==> config.mk <==
export PLATFORM = sky130hd
export DESIGN_NAME = seg_arbiter
export DESIGN_NICKNAME = d
export VERILOG_FILES = /design/src/rtl/seg_arb_pkg.sv /design/src/rtl/seg_arbiter_hold_timer.sv /design/src/rtl/seg_arbiter.sv
export SDC_FILE = /design/constraint.sdc
export NUM_CORES = 1
export LEC_CHECK = 0
export ABC_AREA = 1
export CORE_AREA = 2 2 86 88
export CTS_BUF_LIST = sky130_fd_sc_hd__clkbuf_16
export CTS_CLUSTER_DIAMETER = 120
export DETAILED_ROUTE_END_ITERATION = 8
export DIE_AREA = 0 0 88 90
export DONT_BUFFER_PORTS = 1
export PLACE_DENSITY = 0.53
export SETUP_SLACK_MARGIN = 0.02
export SYNTH_ARGS = -nofsm -noshare
export SYNTH_HDL_FRONTEND = slang
export SYNTH_SLANG_ARGS = --single-unit
==> constraint.sdc <==
create_clock -name clk -period 5.8 [get_ports clk]
set_input_delay 1.16 -clock clk [delete_from_list [all_inputs] [get_ports clk]]
set_output_delay 1.16 -clock clk [all_outputs]
set_load 0.005 [all_outputs]
==> src/rtl/seg_arb_pkg.sv <==
// Shared definitions for the seven-segment display arbiter: state/owner codes,
// the default blank digit code and the hold counter width.
package seg_arb_pkg;

  typedef enum logic [1:0] {
    ST_LIVE  = 2'd0,
    ST_EVENT = 2'd1,
    ST_ALERT = 2'd2
  } seg_state_t;

  localparam logic [3:0] BLANK_CODE_DEF = 4'hF;
  localparam int         HOLD_CNT_W     = 4;

endpackage

==> src/rtl/seg_arbiter_hold_timer.sv <==
// Counts tick strobes while a transient owns the display; done pulses on the
// tick that completes HOLD_TICKS ticks. A restart wins over a same-cycle tick.
module hold_timer
  import seg_arb_pkg::*;
#(
  parameter int HOLD_TICKS = 3
) (
  input  logic clk,
  input  logic rst,
  input  logic restart,
  input  logic tick,
  input  logic en,
  output logic done
);

  localparam logic [HOLD_CNT_W-1:0] LAST = HOLD_CNT_W'(HOLD_TICKS - 1);

  logic [HOLD_CNT_W-1:0] cnt_reg, cnt_next;

  always_comb begin
    done     = en && tick && !restart && (cnt_reg == LAST);
    cnt_next = cnt_reg;
    if (restart) begin
      cnt_next = '0;
    end else if (en && tick) begin
      // Expiry clears the count, so it never reaches the wrap point.
      cnt_next = done ? '0 : cnt_reg + HOLD_CNT_W'(1);
    end
  end

  always_ff @(posedge clk) begin
    if (rst) begin
      cnt_reg <= '0;
    end else begin
      cnt_reg <= cnt_next;
    end
  end

endmodule

==> src/rtl/seg_arbiter.sv <==
// Fixed-priority owner of the 4-digit display path (alert > event > live).
// Optional alert blinking is enabled by defining SEG_ARB_BLINK_EN.
module seg_arbiter
  import seg_arb_pkg::*;
#(
  parameter int         HOLD_TICKS = 3,
  parameter logic [3:0] BLANK_CODE = BLANK_CODE_DEF
) (
  input  logic        clk,
  input  logic        rst,
  input  logic        tick,
  input  logic [15:0] live_dig,
  input  logic        ev_req,
  input  logic [15:0] ev_dig,
  input  logic        al_req,
  input  logic [15:0] al_dig,
  output logic [3:0]  dis0,
  output logic [3:0]  dis1,
  output logic [3:0]  dis2,
  output logic [3:0]  dis3,
  output logic [1:0]  owner,
  output logic        ev_ack,
  output logic        ev_drop,
  output logic        al_ack
);

  seg_state_t  state_reg, state_next;
  logic [15:0] payload_reg, payload_next;
  logic [15:0] dis_reg, dis_next;
  logic        ev_ack_reg, ev_ack_next;
  logic        ev_drop_reg, ev_drop_next;
  logic        al_ack_reg, al_ack_next;
  logic        restart, timer_en, done, blank;

  hold_timer #(.HOLD_TICKS(HOLD_TICKS)) u_hold_timer (
    .clk     (clk),
    .rst     (rst),
    .restart (restart),
    .tick    (tick),
    .en      (timer_en),
    .done    (done)
  );

  always_comb begin
    state_next   = state_reg;
    payload_next = payload_reg;
    ev_ack_next  = 1'b0;
    ev_drop_next = 1'b0;
    al_ack_next  = 1'b0;
    restart      = 1'b0;
    timer_en     = 1'b0;
    case (state_reg)
      ST_LIVE: begin
        if (al_req) begin
          state_next   = ST_ALERT;
          payload_next = al_dig;
          al_ack_next  = 1'b1;
          ev_drop_next = ev_req;
          restart      = 1'b1;
        end else if (ev_req) begin
          state_next   = ST_EVENT;
          payload_next = ev_dig;
          ev_ack_next  = 1'b1;
          restart      = 1'b1;
        end
      end
      ST_EVENT: begin
        timer_en = 1'b1;
        if (al_req) begin
          // The aborted event is discarded, never resumed after the alert.
          state_next   = ST_ALERT;
          payload_next = al_dig;
          al_ack_next  = 1'b1;
          ev_drop_next = 1'b1;
          restart      = 1'b1;
        end else if (ev_req) begin
          payload_next = ev_dig;
          ev_ack_next  = 1'b1;
          restart      = 1'b1;
        end else if (done) begin
          state_next = ST_LIVE;
        end
      end
      ST_ALERT: begin
        // A rejected event still consumes the cycle, so its tick is ignored.
        timer_en = !ev_req;
        if (al_req) begin
          payload_next = al_dig;
          al_ack_next  = 1'b1;
          ev_drop_next = ev_req;
          restart      = 1'b1;
        end else if (ev_req) begin
          ev_drop_next = 1'b1;
        end else if (done) begin
          state_next = ST_LIVE;
        end
      end
      default: begin
        state_next = ST_LIVE;
      end
    endcase
  end

`ifdef SEG_ARB_BLINK_EN
  logic phase_reg, phase_next;

  always_comb begin
    phase_next = 1'b0;
    if (state_next == ST_ALERT && !restart) begin
      phase_next = phase_reg ^ (timer_en & tick);
    end
  end

  always_ff @(posedge clk) begin
    if (rst) begin
      phase_reg <= 1'b0;
    end else begin
      phase_reg <= phase_next;
    end
  end

  assign blank = phase_next;
`else
  assign blank = 1'b0;
`endif

  always_comb begin
    dis_next = payload_next;
    if (state_next == ST_LIVE) begin
      dis_next = live_dig;
    end else if (blank) begin
      dis_next = {4{BLANK_CODE}};
    end
  end

  always_ff @(posedge clk) begin
    if (rst) begin
      state_reg   <= ST_LIVE;
      payload_reg <= '0;
      dis_reg     <= '0;
      ev_ack_reg  <= 1'b0;
      ev_drop_reg <= 1'b0;
      al_ack_reg  <= 1'b0;
    end else begin
      state_reg   <= state_next;
      payload_reg <= payload_next;
      dis_reg     <= dis_next;
      ev_ack_reg  <= ev_ack_next;
      ev_drop_reg <= ev_drop_next;
      al_ack_reg  <= al_ack_next;
    end
  end

  logic [3:0] dis_arr [4];

  generate
    for (genvar gi = 0; gi < 4; gi++) begin : g_dig
      assign dis_arr[gi] = dis_reg[gi*4 +: 4];
    end
  endgenerate

  assign dis0    = dis_arr[0];
  assign dis1    = dis_arr[1];
  assign dis2    = dis_arr[2];
  assign dis3    = dis_arr[3];
  assign owner   = state_reg;
  assign ev_ack  = ev_ack_reg;
  assign ev_drop = ev_drop_reg;
  assign al_ack  = al_ack_reg;

endmodule

==> reports/qor.txt <==
Grt total ovfl -> 0
Post-layout util -> 35.6%
Min Tclk post-route -> 2.70 ns
Num rows -> 31
P_sw -> 248 uW
Seq/Total Area, Yosys -> 34.7%
Worst-path clk slew -> 0.06 ns
Worst hold path type -> reg2reg
# clock sinks -> 41
Latest clock arrival within the worst-skew pair -> 0.28 ns
Reg2reg setup slack -> 3.10 ns
Crit Path Class -> reg2reg
Antenna diodes -> 0
Fill cells -> 781
Adder-Cell Fraction of Synth Area -> 3.70%
CTS tree -> done
Gr usage total -> 18.5%
Worst Reg-to-Reg Cells -> 13
Mux share of post-synthesis cell area -> 0%
Worst R2R End -> dis_reg[1]
Fin crit share -> 46.5%
Seq pwr share -> 42.9%
XOR/XNOR Fraction of Synth Area -> 0.741%
Pwr dens -> 311 nW/um^2
Via count -> 2256
Die area -> 7920 sq um
Cell Area, Synth -> 2360 sq um
Sw Share -> 31.9%
Routed WL per cell -> 16.2 um
Count of state elements after synthesis -> 41
WL final -> 6980 um
Setup violators final -> 0
Core Region -> 7020 sq um
Crit path launch -> owner[0]
Actual slew at the worst max-slew pin -> 0.927 ns
Simple-Gate Fraction of Synth Area -> 32.1%
CTS resizes -> 0
Setup bufs post-CTS -> 0
Fin. max-slew vios -> 0
CP Capture Type -> flip-flop
Vias in the first global route -> 2352
Vias/cell -> 5.23
Crit-path max FO -> 32
Main combinational cell family by area after synthesis -> simple AND/OR/NAND/NOR gates
Area Growth Syn to Fin -> 5.71%
Die Y -> 90 um
Cells after Synth -> 346
First-pass iteration count of the detailed router -> 4
Crit path launch type -> flip-flop
DRC viols -> 0
Leakage power -> 0.00106 uW
Gpl congestion -> 0.839
# IOs -> 74
RSZ-0062 raised after global routing -> false
Cts bufs inserted -> 5
Violation count after the first detailed-route iteration -> 161
Avg Cell Area, Syn -> 6.83 sq um
Final net count -> 391
Highest Clock Rate -> 371 MHz
Post-synthesis cell type count -> 32
Post-DP HPWL -> 4870 um
Synth Area in Compound Gates -> 20.3%
Hold Fails Final Rpt -> 0
Worst hold endpoint -> u_hold_timer.cnt_reg[1]
Max Cap Violations -> 0
Design Area, Final -> 2500 sq um
Hold path cells -> 2
CP Data Arrival Time -> 2.87 ns
Share of layout cells above drive strength 1 -> 8.13%
Combinational power share -> 21.6%
Setup TNS -> 0 ns
Part of the power in the clock network -> 35.4%
Dpl cell area -> 2360 sq um
HP Start -> u_hold_timer.cnt_reg[1]
Initial Utilization -> 33.7%
Detail Route Antenna Nets -> 0
Initial antenna violation count -> 0
PortBufs -> 0
Worst reg2reg startpoint -> owner[0]
Hold-fix buffers, CTS -> 0
P_int -> 529 uW
First-pass GRT wire length -> 11700 um
Clk_skew -> 0.00433 ns
Total power -> 777 uW
CTS Buffer Depth -> 2
Htree depth -> 2
Synth Warn # -> 0
Post-synth net total -> 406
Die Wd -> 88 um
CTS root buf -> clkbuf_16
Peak supply drop -> 111 uV
Status -> finished, final reports clean
WP data required -> 5.97 ns
Largest net degree at the start of global routing -> 33
Worst slew margin -> 38.0%
-- kinds of logic after synthesis --
group	Yosys count
XOR/XNOR	2
buffers and inverters	39
AO/OA/AOI/OAI	91
adder cells (fa/ha/maj)	7
AND/OR/NAND/NOR	166
flip-flops	41
-- cells in the final DEF (no fill, tap or decap) --
cell type,synthesis,layout
a21oi_2,1,1
clkinvlp_4,0,1
clkbuf_16,0,5
dfxtp_1,41,41
a21oi_1,48,48
o211ai_1,1,1
nand2_2,2,2
a2111oi_0,1,1
o21ai_1,6,6
ha_1,7,7
xor2_1,2,2
o21ai_0,26,26
nor2_4,2,2
nor4_1,1,1
nor2_2,1,1
nand3_4,2,2
clkinv_2,0,2
nand2_1,77,77
nand3_1,29,29
nand2_4,1,1
inv_2,2,2
inv_4,1,1
o32ai_1,1,1
clkinv_1,1,1
nor3_1,1,1
buf_4,2,1
o22ai_1,6,6
nor2_1,44,44
inv_1,12,12
nand3_2,6,6
a211oi_1,1,1
-- critical path, stage by stage, from the launching register on --
cell	delay [ns]
dfxtp_1	0.39
inv_1	0.11
ha_1	0.64
inv_4	0.12
nand2_4	0.11
nand3_4	0.09
nor2_4	0.12
nand3_1	0.08
nand2_1	0.07
nand2_1	0.06
nand2_2	0.09
nand3_4	0.33
a21oi_1	0.30
nor2_1	0.07
-- layout make-up --
type / instances / area [sq um] / area share, %
Sequential cell: 41 / 821 / 32.8
Timing Repair Buffer: 1 / 7.51 / 0.300
Inverter: 16 / 62.6 / 2.50
Clock buffer: 5 / 125 / 5.01
Multi-Input combinational cell: 266 / 1340 / 53.7
Tap cell: 99 / 124 / 4.95
Clock inverter: 3 / 17.5 / 0.701
-- per-layer routing --
layer / vias up / global-route usage (%) / part of all wire (%)
met5: - / 0 / 0
met3: 11 / 7.07 / 10
li1: 1118 / - / -
met1: 1043 / 23.2 / 42
met2: 84 / 28.7 / 45
met4: 0 / 6.79 / 2.0
-- per-stage QoR --
step | setup WS [ns] | instances | hold WS, ns
finish | 3.10 | 431 | 0.521
global route | 2.75 | 431 | 0.562
detailed placement | 3.05 | 423 | 0.517
CTS | 3.07 | 431 | 0.529
global placement | 3.05 | 423 | 0.504
floorplan | 3.43 | 346 | 0.480
-- power groups by stage --
stage	clock network (uW)	logic, uW	registers [uW]
after floorplan	0	152	334
after global placement	0	166	341
after detailed placement	0	167	340
after CTS	281	168	334
after global routing	291	195	337
final	275	168	334
-- cells in the mapped netlist --
cell type   n  area, sq um
o21ai_0    26          130
ha_1        7         87.6
nor3_1      1         5.00
inv_2       2         7.51
nand2_4     1         11.3
nor2_4      2         22.5
o22ai_1     6         37.5
nand2_1    77          289
nor4_1      1         6.26
nor2_1     44          165
xor2_1      2         17.5
buf_2       6         30.0
o211ai_1    1         7.51
o21ai_1     6         30.0
clkinv_1    1         3.75
a21oi_1    48          240
nand2_2     2         12.5
nand3_1    29          145
o32ai_1     1         8.76
buf_1       2         7.51
a211oi_1    1         7.51
nand3_4     2         35.0
inv_1      12         45.0
a21oi_2     1         8.76
nor2_2      1         6.26
buf_4       2         15.0
buf_6       5         56.3
a2111oi_0   1         8.76
nand3_2     6         60.1
dfxtp_1    41          821
inv_4       1         6.26
clkbuf_1    8         30.0
-- worst max path at each step --
stage	to	slack, ns	depth (start not counted)
after detailed placement	dis_reg[1]	3.05	7
after global routing	dis_reg[5]	2.75	13
final	dis_reg[1]	3.10	13
after CTS	dis_reg[1]	3.07	13
after floorplan	dis_reg[0]	3.43	10
after global placement	dis_reg[1]	3.05	7
No activity file was read; power rests on OpenSTA's default activity.
==> variant 1, RTL diff (same settings) <==
`payload_reg` no longer has a reset.
--- a/src/rtl/seg_arbiter.sv
+++ b/src/rtl/seg_arbiter.sv
@@ -138,3 +138,2 @@
       state_reg   <= ST_LIVE;
-      payload_reg <= '0;
       dis_reg     <= '0;
@@ -145,3 +144,2 @@
       state_reg   <= state_next;
-      payload_reg <= payload_next;
       dis_reg     <= dis_next;
@@ -151,2 +149,6 @@
     end
+  end
+
+  always_ff @(posedge clk) begin
+    payload_reg <= payload_next;
   end
Formal check against the unedited RTL: same outputs for any inputs over 10 cycles, from zero or initial values and one cycle with rst high; that may be too few to reach the edited logic, so the function may still have changed.
==> variant 1 against the original RTL <==
  * Die area unchanged
  * Setup slack worse by 160 ps
  * Critical path type unchanged
  * Power up 2.8%
  * Routed wire length down 16%
  * Final area down 4.8%
  * Synthesized area down 7.4%
  * Sequential cell count unchanged
  * Largest cell class unchanged
  * Critical endpoint is now dis_reg[11]
==> variant 1: results (changes against the original RTL) <==
| Quantity | This run | Unit | Change |
|:---|:---|:---|:---|
| Outcome | completed | - |  |
| Share of total power in the clock network | 32.4 | % | -3.0 points |
| Max Fanout on Critical Path | 19 | - | -41% |
| Top post-synthesis cells by area | sky130_fd_sc_hd__dfxtp_1, sky130_fd_sc_hd__nand2_1, sky130_fd_sc_hd__nor2_1 | - |  |
| Max transition margin | 47.4 | % | +9.4 points |
| Share of synthesized area spent on multiplexers | 0 | % | unchanged |
| Comb. pwr | 181 | uW | +8% |
| Endpoint of the worst setup timing path | dis_reg[11] | - |  |
| Maximum vdd drop | 0.119 | mV | +7.4% |
| Post-cts repair resize count | 0 | - | unchanged |
| Worst min path class | register to register | - |  |
| Worst hold path startpoint | payload_reg[6] | - |  |
| Post-detailed-placement cell area | 0.00225 | sq mm | -4.6% |
| All-Layer GR Usage | 15.9 | % | -2.6 points |
| Leakage power | 1.11 | nW | +4.2% |
| Worst hold path stage count | 2 | - | unchanged |
| Detail Placement HPWL | 4120 | microns | -15% |
| Clock-net power | 258 | uW | -6% |
| First-pass GRT wire length | 10,000 | microns | -14% |
| RD Place Congestion | 0.791 | - | -5.7% |
| Share of synthesized area occupied by flip-flops and latches | 37.5 | % | +2.8 points |
| Average cell area after synthesis | 6.48 | sq um | -5.2% |
| Worst-skew pair later-pin latency | 280 | ps | about the same |
| Synth Area in Adders | 4.00 | % | +0.29 points |
| Fraction of the mapped netlist area in compound gates | 15.8 | % | -4.5 points |
| Routed length per instance | 13.7 | microns | -15% |
| Clock-pin slew on the worst setup and hold paths | 60 | ps | about the same |
| Number of H-tree levels | 2 | - | unchanged |
| Post-Route Hold Slack | 484 | ps | -37.5 ps |
| Worst Setup Slack post-DPL | 2860 | ps | -187 ps |
| Number of port buffers | 0 | - | unchanged |
| Wire length reported by the detailed router | 5890 | microns | -16% |
| Buffers inserted by post-CTS timing repair | 0 | - | unchanged |
| Starting DRT DRC Count | 107 | - | -34% |
| Largest net degree at the start of global routing | 25 | - | -24% |
| Arrival time reported for the critical path endpoint | 3020 | ps | +150 ps |
| Post-route clock skew | 5.19 | ps | +0.867 ps |
| Detail-routed via count per cell | 4.83 | - | -7.8% |
| Post-synth top cells | sky130_fd_sc_hd__nand2_1, sky130_fd_sc_hd__nor2_1, sky130_fd_sc_hd__dfxtp_1 | - |  |
| Number of distinct library cells after synthesis | 27 | - | -16% |
| Vias in the first global route | 2,072 | - | -12% |
| Number of clock buffers inserted by TritonCTS | 5 | - | unchanged |
| Share of post-route cells with drive strength above 1 | 4.53 | % | -3.6 points |
| Fmax | 351 | MHz | -5.5% |
| Internal power component | 546 | uW | +3.2% |
| Final net count | 391 | - | unchanged |
| Total nets after synthesis | 398 | - | -2.0% |
| FF-to-FF path depth | 6 | - | -7 |
| Synthesized-area fraction occupied by xor and xnor cells | 0.800 | % | +0.059 points |
| End of the worst hold path | payload_reg[6] | - |  |
| Number of synthesis warnings | 0 | - | unchanged |
-- variant 1: routing by layer --
layer,GRT usage [%],share of wire (%),up-vias
li1,-,-,1072
met1,21.3,44,932
met2,25.4,46,65
met3,5.05,9.0,6
met4,2.69,0.90,0
met5,0,0,-
-- variant 1: worst max-delay path: stages (launching register included) --
cell and delay [ps]:
sky130_fd_sc_hd__dfxtp_1 530, sky130_fd_sc_hd__ha_1 740, sky130_fd_sc_hd__clkinv_1 740, sky130_fd_sc_hd__nand2_1 260, sky130_fd_sc_hd__nand2_2 240, sky130_fd_sc_hd__nor2_1 170, sky130_fd_sc_hd__nor2_1 60
-- variant 1: area by class of cell --
cell class,count,area [sq um]
Fill cell,765,4640
Tap cell,99,124
Sequential cell,41,821
Clock inverter,2,7.51
Inverter,14,53.8
Clock buffer,5,125
Multi-Input combinational cell,269,1250
==> variant 2, RTL diff (config.mk and constraints unchanged) <==
Made on the original files. Set the package constant `HOLD_CNT_W` to 3 (it was 4).
--- a/src/rtl/seg_arb_pkg.sv
+++ b/src/rtl/seg_arb_pkg.sv
@@ -11,3 +11,3 @@
   localparam logic [3:0] BLANK_CODE_DEF = 4'hF;
-  localparam int         HOLD_CNT_W     = 4;
+  localparam int         HOLD_CNT_W     = 3;
 
Behaviour: no difference found for any inputs over 10 cycles, from zero or initial values and one cycle with rst high; that may be too few to reach the edited logic, so the function may still have changed.
==> variant 2 against the original RTL <==
  * Setup slack got worse by 52 ps
  * Largest power group unchanged
  * Final area fell by 0.80%
  * Core utilization fell by 0.29 points
  * Combinational power fell by 5%
  * Critical endpoint is now dis_reg[8]
  * Largest cell class unchanged
  * Highest routed layer unchanged
  * First-iteration DRC count fell by 31%
  * Critical path depth fell by 1
  * Non-clock buffer count did not move
  * Power rose by 2.8%
  * Synthesized area fell by 2.1%
  * Sequential cell count fell by 1
  * Hold slack got worse by 15 ps
  * Count of clock-buffer cells in the layout did not move
  * Routed wire length fell by 7.0%
==> variant 2: results (changes against the original RTL) <==
| Quantity | This run | Unit | Change |
|:---|:---|:---|:---|
| Outcome | completed | - |  |
| Detail-routed via count per cell | 5.14 | - | -1.8% |
| Maximum vdd drop | 0.128 | mV | +15% |
| Routed wl met2 | 2980 | microns | -5.3% |
| Final net count | 394 | - | +0.77% |
| Met1 track demand over resource in global routing | 20.4 | % | -2.8 points |
| Vias in the first global route | 2,159 | - | -8.2% |
| Routed length per instance | 15.0 | microns | -7.7% |
| Post-route clock skew | 6.84 | ps | +2.52 ps |
| M3 GR Usage | 6.43 | % | -0.64 points |
| Share of total power in the clock network | 39.2 | % | +3.8 points |
| Detail Placement HPWL | 4450 | microns | -8.6% |
| Leakage power | 1.10 | nW | +3.3% |
| All-Layer GR Usage | 16.6 | % | -2.0 points |
| Longest individual stage delay on the worst path | 730 | ps | +90 ps |
| Internal power component | 564 | uW | +6.6% |
| Logic gate share of total power | 20.0 | % | -1.6 points |
| Number of instances in the synthesized netlist | 352 | - | +1.7% |
| Post-Place Cells | 426 | - | +0.71% |
| Post-detailed-placement cell area | 0.00231 | sq mm | -1.9% |
| Fraction of the mapped netlist area in compound gates | 17.7 | % | -2.5 points |
| Final core area utilization | 35.3 | % | -0.29 points |
| Worst Setup Slack post-DPL | 3050 | ps | +5.77 ps |
| Number of distinct library cells after synthesis | 29 | - | -9.4% |
| Share of synthesized area occupied by flip-flops and latches | 34.6 | % | -0.13 points |
| Largest net degree at the start of global routing | 37 | - | +12% |
| Synth Area in Adders | 3.78 | % | +0.078 points |
| RD Place Congestion | 0.739 | - | -12% |
| Global-route met2 utilization | 26.1 | % | -2.5 points |
| Total nets after synthesis | 412 | - | +1.5% |
| Post-synth top cells | sky130_fd_sc_hd__nand2_1, sky130_fd_sc_hd__dfxtp_1, sky130_fd_sc_hd__nor2_1 | - |  |
| Arrival time reported for the critical path endpoint | 2970 | ps | +100 ps |
| Slew @ Worst Pin | 871 | ps | -55.7 ps |
| Sum of met3 wire segment lengths after detailed routing | 611 | microns | -16% |
| Number of clock buffers inserted by TritonCTS | 5 | - | unchanged |
| Routed met1 length | 2790 | microns | -5.8% |
| Starting DRT DRC Count | 111 | - | -31% |
| Synthesized-area fraction occupied by xor and xnor cells | 0.378 | % | -0.36 points |
## variant 2: cell types whose count changed after synthesis, moves of 6 or more
cell,unedited run,this run
sky130_fd_sc_hd__o211ai_1,1,11
sky130_fd_sc_hd__o21ai_0,26,19
sky130_fd_sc_hd__nand3_1,29,37
sky130_fd_sc_hd__a21oi_1,48,37
sky130_fd_sc_hd__nand3_2,6,0
sky130_fd_sc_hd__nand2_1,77,104
sky130_fd_sc_hd__nand4_1,0,7
sky130_fd_sc_hd__o21ai_1,6,0
sky130_fd_sc_hd__o22ai_1,6,0
## variant 2: path summary, 6_finish.rpt
check | from | to | slack (ps) | cells after the start
setup / recovery | owner[0] | dis_reg[8] | 3050 | 12
hold / removal | u_hold_timer.cnt_reg[1] | u_hold_timer.cnt_reg[1] | 510 | 2
setup reg to reg | owner[0] | dis_reg[8] | 3050 | 12
hold reg to reg | u_hold_timer.cnt_reg[1] | u_hold_timer.cnt_reg[1] | 510 | 2
## variant 2: worst reg2reg max path: stages (launching register included)
cell and delay (ps):
sky130_fd_sc_hd__dfxtp_1 380, sky130_fd_sc_hd__inv_1 110, sky130_fd_sc_hd__ha_1 730, sky130_fd_sc_hd__nand2_2 140, sky130_fd_sc_hd__a21oi_4 240, sky130_fd_sc_hd__nand4_2 130
sky130_fd_sc_hd__nand2_1 80, sky130_fd_sc_hd__nand2_1 60, sky130_fd_sc_hd__nand2_1 110, sky130_fd_sc_hd__nand3_4 310, sky130_fd_sc_hd__nand3_1 230, sky130_fd_sc_hd__nand2_1 80
sky130_fd_sc_hd__nor2_1 90
## variant 2: final cells by class
type                       count  area [sq um]
multi-input combinational    274          1330
clock inverter                 3          42.5
sequential                    40           801
inverter                      12          50.0
tap                           99           124
fill                         799          4540
timing repair buffer           1          7.51
clock buffer                   5           125
